## config.mk

```make
export PLATFORM = sky130hd
export DESIGN_NAME = i2s_tx
export DESIGN_NICKNAME = d
export VERILOG_FILES = /design/src/rtl/i2s_pkg.sv /design/src/rtl/i2s_bclk_gen.sv /design/src/rtl/i2s_tx.sv
export SDC_FILE = /design/constraint.sdc
export NUM_CORES = 1
export LEC_CHECK = 0
export CAP_MARGIN = 20
export CORE_ASPECT_RATIO = 1.25
export CORE_UTILIZATION = 30
export CTS_BUF_LIST = sky130_fd_sc_hd__clkbuf_4
export DETAILED_ROUTE_END_ITERATION = 8
export RECOVER_POWER = 50
export SYNTH_ARGS = -nofsm -noshare
export SYNTH_HDL_FRONTEND = slang
export SYNTH_HIERARCHICAL = 1
export SYNTH_SLANG_ARGS = --single-unit
```

## constraint.sdc

```tcl
create_clock -name mclk -period 11.2 [get_ports mclk]
set_input_delay 2.24 -clock mclk [delete_from_list [all_inputs] [get_ports mclk]]
set_output_delay 2.24 -clock mclk [all_outputs]
set_load 0.005 [all_outputs]
```

## src/rtl/i2s_pkg.sv

```systemverilog
// i2s_pkg: shared I2S default geometry and slot/channel encoding
package i2s_pkg;
    localparam int I2S_WIDTH = 24;
    localparam int I2S_SLOT = 32;
    typedef enum logic {
        CH_LEFT  = 1'b0,
        CH_RIGHT = 1'b1
    } chan_e;
endpackage

```

## src/rtl/i2s_bclk_gen.sv

```systemverilog
// i2s_bclk_gen: divides mclk into the bit clock and flags each bit-clock falling edge
module i2s_bclk_gen #(
    parameter int BCLK_DIV = 4
) (
    input  logic mclk,
    input  logic rst,
    output logic i2s_bclk,
    output logic fall
);
    localparam int DW = BCLK_DIV > 1 ? $clog2(BCLK_DIV) : 1;
    localparam logic [DW-1:0] TOP = DW'(BCLK_DIV - 1);
    logic [DW-1:0] div_cnt;
    logic wrap;
    always_comb begin
        wrap = div_cnt == TOP;
        fall = wrap && i2s_bclk;
    end
    always_ff @(posedge mclk or posedge rst) begin
        if (rst) begin
            div_cnt <= '0;
            i2s_bclk <= 1'b0;
        end else begin
            div_cnt <= wrap ? '0 : div_cnt + 1'b1;
            if (wrap) i2s_bclk <= !i2s_bclk;
        end
    end
endmodule

```

## src/rtl/i2s_tx.sv

```systemverilog
// i2s_tx: I2S transmitter with a one-pair holding buffer, driving bclk/wclk/dout from mclk
module i2s_tx
    import i2s_pkg::*;
#(
    parameter int WIDTH = I2S_WIDTH,
    parameter int SLOT = I2S_SLOT,
    parameter int BCLK_DIV = 4
) (
    input  logic             mclk,
    input  logic             rst,
    input  logic [WIDTH-1:0] dataL,
    input  logic [WIDTH-1:0] dataR,
    input  logic             data_valid,
    output logic             data_ready,
    output logic             i2s_bclk,
    output logic             i2s_wclk,
    output logic             dout,
    output logic             frame_start,
    output logic             underrun
);
    localparam int BW = $clog2(2 * SLOT);
    localparam logic [BW-1:0] LAST = BW'(2 * SLOT - 1);
    localparam logic [BW-1:0] SL = BW'(SLOT);
    localparam logic [BW-1:0] WD = BW'(WIDTH);
    logic fall, boundary, accept, buf_full, shift_en;
    logic [BW-1:0] bit_cnt, next_bit, slot_bit;
    logic [2*WIDTH-1:0] buf_q, shreg;
    chan_e chan;
    i2s_bclk_gen #(.BCLK_DIV(BCLK_DIV)) u_bclk (
        .mclk(mclk),
        .rst(rst),
        .i2s_bclk(i2s_bclk),
        .fall(fall)
    );
    assign data_ready = !buf_full;
    always_comb begin
        boundary = fall && bit_cnt == LAST;
        accept = data_valid && !buf_full;
        next_bit = bit_cnt == LAST ? '0 : bit_cnt + 1'b1;
        chan = next_bit >= SL ? CH_RIGHT : CH_LEFT;
        slot_bit = chan == CH_RIGHT ? next_bit - SL : next_bit;
        shift_en = slot_bit != '0 && slot_bit <= WD;
    end
    // {L,R} shifts out MSB-first: L during left data bits, then R during right data bits
    always_ff @(posedge mclk or posedge rst) begin
        if (rst) begin
            bit_cnt <= LAST;
            i2s_wclk <= 1'b1;
            dout <= 1'b0;
            buf_full <= 1'b0;
            buf_q <= '0;
            shreg <= '0;
            frame_start <= 1'b0;
            underrun <= 1'b0;
        end else begin
            if (accept) begin
                buf_q <= {dataL, dataR};
                buf_full <= 1'b1;
            end else if (boundary) begin
                buf_full <= 1'b0;
            end
            frame_start <= boundary;
            underrun <= boundary && !buf_full;
            if (fall) begin
                bit_cnt <= next_bit;
                i2s_wclk <= chan == CH_RIGHT;
                dout <= shift_en && shreg[2*WIDTH-1];
                if (boundary) shreg <= buf_full ? buf_q : '0;
                else if (shift_en) shreg <= shreg << 1;
            end
        end
    end
endmodule

```

* Yosys cells after proc, flatten, opt, wreduce, memory -nomap -nowiden *
Index checks and enable logic that the tools add are counted.

operators by class
  divide/modulo/power cells = 0
  bitwise gates (word level) = 0
  multipliers = 0
  equality and inequality tests = 2
  $add $sub $neg = 3
  muxes and demuxes = 9
  reduce and logical (&&, ||, !) cells = 12
  order comparisons = 2
  shift-type cells = 0

operators with widths
  cell                                                                               count
  48-bit two-way mux                                                                 3
  6-bit two-way mux                                                                  2
  6-bit by 1-bit adder with 6-bit output (second input constant)                     1
  6-bit equality test (second input constant)                                        1
  6-bit >= comparator (second input constant)                                        1
  6-bit by 5-bit less-or-equal comparator with 1-bit output (second input constant)  1
  1-bit logical AND                                                                  6
  6-bit nonzero test                                                                 1
  6-bit subtractor (second input constant)                                           1
  2-bit nonzero test                                                                 2
  1-bit two-way mux                                                                  3
  2-bit by 1-bit adder with 2-bit output (second input constant)                     1
  2-bit equality test (second input constant)                                        1
  1-bit zero test                                                                    2
  2-bit two-way mux                                                                  1
  2-bit AND reduction                                                                1

storage, ports and cells
  RAM bits = 0
  memories kept = 0
  bits in registers = 110
  bits in latches = 0
  word-level logic and storage cells = 38
  output and inout port bits = 6
  ROM bits = 0

* Depth between registers and ports, before layout *
Gate-level depths: netlist of the first run.

  word-level depth = 9
  depth in mapped cells = 10
  gate-level depth less buffers = 8

* Hierarchy *
Netlist of the first run, hierarchy kept.

modules (own cells, without submodules)
  module        area an instance (µm²)  times used  cells an instance
  i2s_tx        4979.8                  1           437
  i2s_bclk_gen  111.4                   1           8

* Worst setup path before layout of the first run *
No wires, ideal clock.

  path type = input-to-reg
  from = input port data_valid
  to = register buf_q[0]
  path slack = 7846 ps
  data arrival time = 3229 ps
  required time = 11075 ps
  setup time = 125 ps
  cell stages on the path = 4
  cell sequence = nor2b_1 -> buf_2 -> buf_2 -> mux2_2

between the ends
  longest elaborated chain between the ends = 1

ends and longest elaborated chain
  what                    RTL line      source
  start: declaration      i2s_tx.sv:13  input logic data_valid,
  1-bit logical AND       i2s_tx.sv:38  accept = data_valid && !buf_full;
  end signal: assignment  i2s_tx.sv:57  buf_q <= {dataL, dataR};
  end: declaration        i2s_tx.sv:27  logic [2*WIDTH-1:0] buf_q, shreg;

No other way between the ends.
A chain may end at the register's enable or synchronous reset.

* Worst setup path after layout of the first run *
  from = register u_bclk.div_cnt[0]
  to = register shreg[45]

between the ends
  longest elaborated chain between the ends = 5
  elaborated cells between the ends (all ways) = 6

ends and longest elaborated chain
  what                           RTL line            source
  start: declaration             i2s_bclk_gen.sv:12  logic [DW-1:0] div_cnt;
  start signal: assignment       i2s_bclk_gen.sv:23  div_cnt <= wrap ? '0 : div_cnt + 1'b1;
  2-bit equality test (*)        i2s_bclk_gen.sv:15  wrap = div_cnt == TOP;
  1-bit logical AND (*)          i2s_bclk_gen.sv:16  fall = wrap && i2s_bclk;
  named net fall                 i2s_tx.sv:25        logic fall, boundary, accept, buf_full, shift_en;
  1-bit logical AND              i2s_tx.sv:37        boundary = fall && bit_cnt == LAST;
  2-bit nonzero test (no line)   n/a
  2-bit AND reduction (no line)  n/a
  end signal: assignment         i2s_tx.sv:68        if (boundary) shreg <= buf_full ? buf_q : '0;
  end signal: assignment         i2s_tx.sv:69        else if (shift_en) shreg <= shreg << 1;
  end: declaration               i2s_tx.sv:27

The timed path passes the listed nets; every way through them passes the cells marked *.

==> reports/results.tsv, run 1 <==
stage	metric	value	unit
run_status	failed_checks	capacitance limit, slew limit	
drt	ant_nets	0	
global_routing	grtUsageTotal	13.2	%
timing	slew_headroom	-88.1	%
cts	clock-sinks	110	
cells_and_area	multi_input_area	0.00210	mm^2
critical_path	critPathLaunch	u_bclk/div_cnt[0]	
power_and_ir_drop	p_int	0.582	mW
power_and_ir_drop	pwr-share-seq	64.6	%
critical_path	cp.arrival	6340	ps
drt	dr_wl_met2	5520	um
cells_and_area	layout_commonest_cell	dfrtp_1	
cts	htree_levels	3	
global_routing	first_global_vias	3706	
timing	finalSetupViolCount	0	
timing	finalMaxSlewViolations	98	
power_and_ir_drop	power_frac_comb	13.2	%
floorplan	dieHeight	148	um
global_routing	antenna_found_initial	1	
power_and_ir_drop	peakVddDrop	0.0553	mV
cts	clk_path_buf_depth	2	
critical_path	crit_buf_inv	2	
critical_path	cp-start-kind	register	
cells_and_area	drive_above_1_share	22.3	%
floorplan	dieArea	0.0175	mm^2
placed_design	gp_congestion	0.722	
synth	postSynthCellCount	445	
drt	highest_layer	met4	
critical_path	worstPathCellList	ha_1 -> and2_0 -> nand3_1 -> or2_2 -> clkbuf_1 -> clkinv_1 -> and3_1 -> a21oi_1 -> mux2i_1	
power_and_ir_drop	netSwitchingPower	0.197	mW
floorplan	num_rows	52	
power_and_ir_drop	leakagePower	2.48	nW
cts	postCtsHoldBufs	0	
critical_path	slowest_stage	clkbuf_1	
cells_and_area	fillerInstances	1644	
cts	cts.repair.resized	0	
floorplan	die_w	119	um
critical_path	crit_cells	9	
synth	yosysUniqueCellTypes	45	
critical_path	reg2reg_to	shreg[45]	
floorplan	io_pins	57	
global_routing	grt_pass1_wl	18700	um
drt	drc	0	
timing	max_freq	0.166	GHz
synth	syn_nets	499	
critical_path	cp.required	11530	ps
cts	insertion_delay	450	ps
critical_path	reg2regPathDepth	9	
drt	drt_iter0_markers	191	
critical_path	cpLargestDelayFamily	buffers and inverters	
cts	clk_pin_slew	150	ps
global_routing	grt_overflow	0	
timing	grt_setup_unrepaired	no	
critical_path	worst-path-max-fanout	70	
synth	yosys_register_bits	110	
synth	yosysSeqAreaShare	54.2	%
timing	worstMarginPinSlew	2820	ps
timing	tns	0	ps
timing	period_needed	6010	ps
drt	routedWlPerCell	15.6	um
drt	routed_wl	11000	um
drt	route.met3.wl	547	um
cells_and_area	nNetsFinal	538	
floorplan	initial_core_util	31.1	%
cts	cts_inserted_buffers	9	
run_status	outcome	complete, but fails checks	
synth	synth_warnings	6	
power_and_ir_drop	powerDensity	132	mW/mm^2
cells_and_area	register_area	0.00276	mm^2
synth	syn_avg_cell_area	11.4	um^2
critical_path	end_kind	register	
drt	met1_length	4760	um
drt	viasPerCell	4.96	
drt	vias	3497	
timing	min_period_over_period	53.7	%
cts	root_buffer	clkbuf_4	
critical_path	rr_startpoint	u_bclk/div_cnt[0]	
power_and_ir_drop	p_sw_share	25.3	%
critical_path	endpoint	shreg[45]	
synth	syn_area	0.00509	mm^2
power_and_ir_drop	clkPwrFrac	22.2	%
placed_design	numPortBuffers	56	
global_routing	grt_max_degree	86	
critical_path	rrSetupSlack	5190	ps
critical_path	slowest_delay	1980	ps
drt	first_pass_iters	4	
floorplan	core-area	0.0164	mm^2
flow_run	drv_cap	2	
cts	cts_tree	built	
timing	setup_slack	5190	ps
worst_hold_path	min_path_type	register to register	
placed_design	dp.final_hpwl	6920	um
timing	final_hold_viol_count	0	
power_and_ir_drop	power.total	0.779	mW
cells_and_area	final_cell_mix	dfrtp_1 (102), clkdlybuf4s50_1 (55), mux2_2 (54)	
cts	cts_setup_buffers	0	
cells_and_area	area_delta_synth_final	16.2	%
placed_design	pre_cts_ws	7100	ps
timing	finClkSkew	12.3	ps
critical_path	critPathKind	register to register	
==> final cells by class <==
cell class | instances | area share (%)
Sequential cell | 110 | 46.7
Inverter | 9 | 0.592
Tap cell | 216 | 4.57
Clock buffer | 11 | 1.40
Clock inverter | 4 | 0.423
Multi-Input combinational cell | 290 | 35.4
Timing Repair Buffer | 64 | 10.9
Antenna cell | 1 | 0.0423
==> worst min-delay path by stage <==
stage	start	to	slack, ps	depth (start not counted)
2_1_floorplan	u_bclk/div_cnt[0]	u_bclk/div_cnt[0]	400	1
3_3_place_gp	u_bclk/div_cnt[0]	u_bclk/div_cnt[0]	410	1
4_1_cts	u_bclk/div_cnt[0]	u_bclk/div_cnt[0]	440	1
5_1_grt	u_bclk/div_cnt[0]	u_bclk/div_cnt[0]	450	1
6_report	u_bclk/div_cnt[0]	u_bclk/div_cnt[0]	440	1
3_5_place_dp	u_bclk/div_cnt[0]	u_bclk/div_cnt[0]	420	1
==> kinds of logic after synthesis <==
group,count (synthesis),synth area share [%]
XOR/XNOR,6,1.18
AO/OA/AOI/OAI,89,10.7
adder cells (fa/ha/maj),3,0.737
multiplexers,73,17.4
buffers and inverters,45,4.62
flip-flops,110,54.2
AND/OR/NAND/NOR,119,11.1
==> flip-flops by register name, summed over array words and instances, names as in the netlist, 2 cells and up <==
| signal | cells |
|---|---|
| bit_cnt | 6 |
| buf_q | 48 |
| shreg | 48 |
| u_bclk/div_cnt | 2 |
==> through the flow <==
stage                     instance area, um^2  hold WS [ps]  std cells  util (%)
after detailed placement                 5780           422        687      35.2
after global placement                   5780           414        687      35.2
after global routing                     5920           454        705      36.1
after floorplan                          5090           403        445         -
after CTS                                5880           442        702      35.9
final                                    5920           436        705      36.1
==> cell usage after synthesis, drive strengths merged <==
| master | number | area [um^2] |
|---|---|---|
| dfrtp | 103 | 2580 |
| mux2 | 71 | 863 |
| nand3 | 52 | 275 |
| nand2 | 50 | 188 |
| o21ai | 28 | 148 |
| a21oi | 25 | 125 |
| a31oi | 25 | 178 |
| clkbuf | 21 | 78.8 |
| buf | 15 | 123 |
| inv | 8 | 30.0 |
| dfstp | 7 | 184 |
| xnor2 | 5 | 51.3 |
| nor2 | 4 | 15.0 |
| ha | 3 | 37.5 |
| nor2b | 3 | 18.8 |
| a211oi | 2 | 20.0 |
| a21o | 2 | 15.0 |
| a22o | 2 | 17.5 |
| and3 | 2 | 12.5 |
| mux2i | 2 | 20.0 |
| a211o | 1 | 8.76 |
| a22oi | 1 | 7.51 |
| and2 | 1 | 7.51 |
| and4bb | 1 | 12.5 |
| clkinv | 1 | 3.75 |
| nand2b | 1 | 6.26 |
| nand4 | 1 | 6.26 |
| nor3 | 1 | 5.00 |
| nor3b | 1 | 7.51 |
| o221a | 1 | 11.3 |
| o221ai | 1 | 8.76 |
| o31ai | 1 | 7.51 |
| or2 | 1 | 6.26 |
| or3 | 1 | 6.26 |
| xor2 | 1 | 8.76 |
==> power by group through the flow <==
stage               logic (mW)  registers, mW  clock network [mW]
global placement         0.101          0.511                   0
finish                   0.103          0.503               0.173
detailed placement       0.105          0.513                   0
CTS                      0.105          0.505               0.181
floorplan               0.0752          0.495                   0
global route             0.114          0.513               0.195
==> routing by layer <==
| layer | global-route usage (%) | vias up |
|---|---|---|
| li1 | - | 1650 |
| met1 | 16.4 | 1779 |
| met2 | 22.3 | 59 |
| met3 | 3.01 | 9 |
| met4 | 4.68 | 0 |
| met5 | 0 | - |
(Power assumes the default switching activity.)
==> run 2, diff against run 1 <==
clock period = 4.95 ns   (was 11.2 ns; I/O delays follow)
==> reports/results.tsv, run 2 (synthesized netlist as in run 1, its figures left out) <==
stage	metric	value	unit	change
cells_and_area	fillerInstances	1633		was 1644
timing	slew_headroom	-77.6	%	was -88.1%
worst_hold_path	holdPathEnd	u_bclk/div_cnt[0]		unchanged
cells_and_area	nNetsFinal	536		was 538
cts	clk_pin_slew	160	ps	was 150 ps
drt	viasPerCell	4.90		was 4.96
critical_path	cp-start-kind	input port		was register
timing	min_period_over_period	74.2	%	
placed_design	post-place-cells	687		unchanged
timing	grt_setup_unrepaired	no		unchanged
worst_hold_path	min_path_type	register to register		unchanged
cts	insertion_delay	460	ps	was 450 ps
global_routing	grt_overflow	0		unchanged
run_status	failed_checks	capacitance limit, slew limit		unchanged
run_status	outcome	complete, but fails checks		unchanged
floorplan	initial_core_util	31.1	%	unchanged
flow_run	drv_cap	1		was 2
cts	cts_setup_buffers	0		unchanged
drt	drc	0		unchanged
timing	setup_slack	1280	ps	was 5190 ps
drt	drt_iter0_markers	132		was 191
drt	vias	3448		was 3497
power_and_ir_drop	peakVddDrop	0.102	mV	was 0.0553 mV
timing	finalMaxSlewViolations	50		was 98
placed_design	dp.final_hpwl	6910	um	was 6920 um
cts	cts_inserted_buffers	9		unchanged
floorplan	core-area	0.0164	mm^2	unchanged
cts	cts.repair.resized	0		unchanged
timing	tns	0	ps	unchanged
drt	first_pass_iters	4		unchanged
power_and_ir_drop	leakagePower	2.49	nW	was 2.48 nW
floorplan	io_pins	57		unchanged
power_and_ir_drop	clkPwrFrac	25.0	%	was 22.2%
critical_path	end_kind	register		unchanged
cells_and_area	instances_no_fill	704		was 705
timing	period_needed	3670	ps	
cts	cts_tree	built		unchanged
power_and_ir_drop	pwr-share-seq	63.0	%	was 64.6%
drt	ant_nets	0		unchanged
power_and_ir_drop	power.total	1.84	mW	was 0.779 mW
cts	postCtsHoldBufs	0		unchanged
floorplan	num_rows	52		unchanged
power_and_ir_drop	power_frac_comb	12.0	%	was 13.2%
global_routing	grt_max_degree	79		was 86
cells_and_area	final_cell_mix	dfrtp_1 (102), mux2_2 (54), clkdlybuf4s50_1 (54)		was dfrtp_1 (102), clkdlybuf4s50_1 (55), mux2_2 (54)
drt	routedWlPerCell	15.5	um	was 15.6 um
cts	clock-sinks	110		unchanged
power_and_ir_drop	p_sw_share	25.0	%	was 25.3%
cts	htree_levels	3		unchanged
timing	finClkSkew	14.4	ps	was 12.3 ps
critical_path	cp.required	5300	ps	was 11530 ps
critical_path	cp.arrival	4020	ps	was 6340 ps
critical_path	worst-path-max-fanout	49		was 70
drt	routed_wl	10900	um	was 11000 um
cts	root_buffer	clkbuf_4		unchanged
placed_design	pre_cts_ws	1530	ps	was 7100 ps
global_routing	grtUsageTotal	13.2	%	about the same
global_routing	grt_pass1_wl	18500	um	was 18700 um
cts	clk_path_buf_depth	2		unchanged
global_routing	first_global_vias	3611		was 3706
critical_path	rrSetupSlack	1350	ps	was 5190 ps
cells_and_area	reg.largest.list	buf_q (48), shreg (48), bit_cnt (6)		unchanged
floorplan	die_w	119	um	unchanged
cells_and_area	area_delta_synth_final	16.2	%	about the same
timing	worstMarginPinSlew	2660	ps	was 2820 ps
power_and_ir_drop	powerDensity	312	mW/mm^2	was 132 mW/mm^2
critical_path	rr_startpoint	u_bclk/div_cnt[0]		unchanged
floorplan	dieArea	0.0175	mm^2	unchanged
worst_hold_path	hp-start	u_bclk/div_cnt[0]		unchanged
timing	final_hold_viol_count	0		unchanged
worst_hold_path	min_path_cells	1		unchanged
critical_path	reg2regPathDepth	9		unchanged
placed_design	numPortBuffers	56		unchanged
timing	finalSetupViolCount	0		unchanged
timing	worst_hold_slack	440	ps	was 436 ps
placed_design	gp_congestion	0.765		was 0.722
timing	max_freq	0.272	GHz	
critical_path	critPathKind	input port to register		was register to register
cells_and_area	layout_commonest_cell	dfrtp_1		unchanged
floorplan	dieHeight	148	um	unchanged
cells_and_area	drive_above_1_share	22.4	%	was 22.3%
power_and_ir_drop	p_int	1.38	mW	was 0.582 mW
power_and_ir_drop	netSwitchingPower	0.461	mW	was 0.197 mW
critical_path	reg2reg_to	shreg[45]		unchanged
global_routing	antenna_found_initial	1		unchanged
==> run 2: how the worst max path moves through the flow <==
stage / from / endpoint
after global routing: data_valid / buf_q[30]
after detailed placement: u_bclk/div_cnt[0] / shreg[45]
after floorplan: rst / buf_full
after CTS: u_bclk/div_cnt[0] / shreg[45]
after global placement: u_bclk/div_cnt[0] / shreg[45]
final: data_valid / buf_q[2]
==> run 2: power by group through the flow <==
stage / Combinational [mW] / Clock, mW / Sequential [mW]
2_1_floorplan: 0.170 / 0 / 1.12
3_3_place_gp: 0.217 / 0 / 1.18
3_5_place_dp: 0.224 / 0 / 1.18
4_1_cts: 0.226 / 0.481 / 1.17
5_1_grt: 0.247 / 0.514 / 1.19
6_report: 0.221 / 0.461 / 1.16
==> run 2: cell type report <==
cell class | instances | area, um^2 | share of cell area [%]
clock inverter | 3 | 45.0 | 0.761
multi-input combinational | 290 | 2090 | 35.3
timing repair buffer | 62 | 614 | 10.4
sequential | 110 | 2760 | 46.7
antenna | 1 | 2.50 | 0.0423
clock buffer | 13 | 97.6 | 1.65
tap | 216 | 270 | 4.57
inverter | 9 | 36.3 | 0.613
==> run 2: per-layer routing <==
| layer | track usage, % | up-vias | share of wire [%] |
|---|---|---|---|
| li1 | - | 1652 | - |
| met1 | 16.6 | 1710 | 44 |
| met2 | 22.4 | 74 | 50 |
| met3 | 2.70 | 12 | 4.4 |
| met4 | 4.94 | 0 | 1.6 |
| met5 | 0 | - | 0 |
==> run 2: critical path, cell delays in order <==
cell,delay [ps]
dlygate4sd3_1,520
nor2b_1,120
clkbuf_1,1920
mux2_2,470
==> run 2: stage by stage <==
| step | cell area (um^2) | util (%) |
|---|---|---|
| 4_1_cts | 5930 | 36.2 |
| 3_5_place_dp | 5790 | 35.3 |
| 6_report | 5920 | 36.1 |
| 3_3_place_gp | 5770 | 35.2 |
| 2_1_floorplan | 5090 | - |
| 5_1_grt | 5920 | 36.1 |
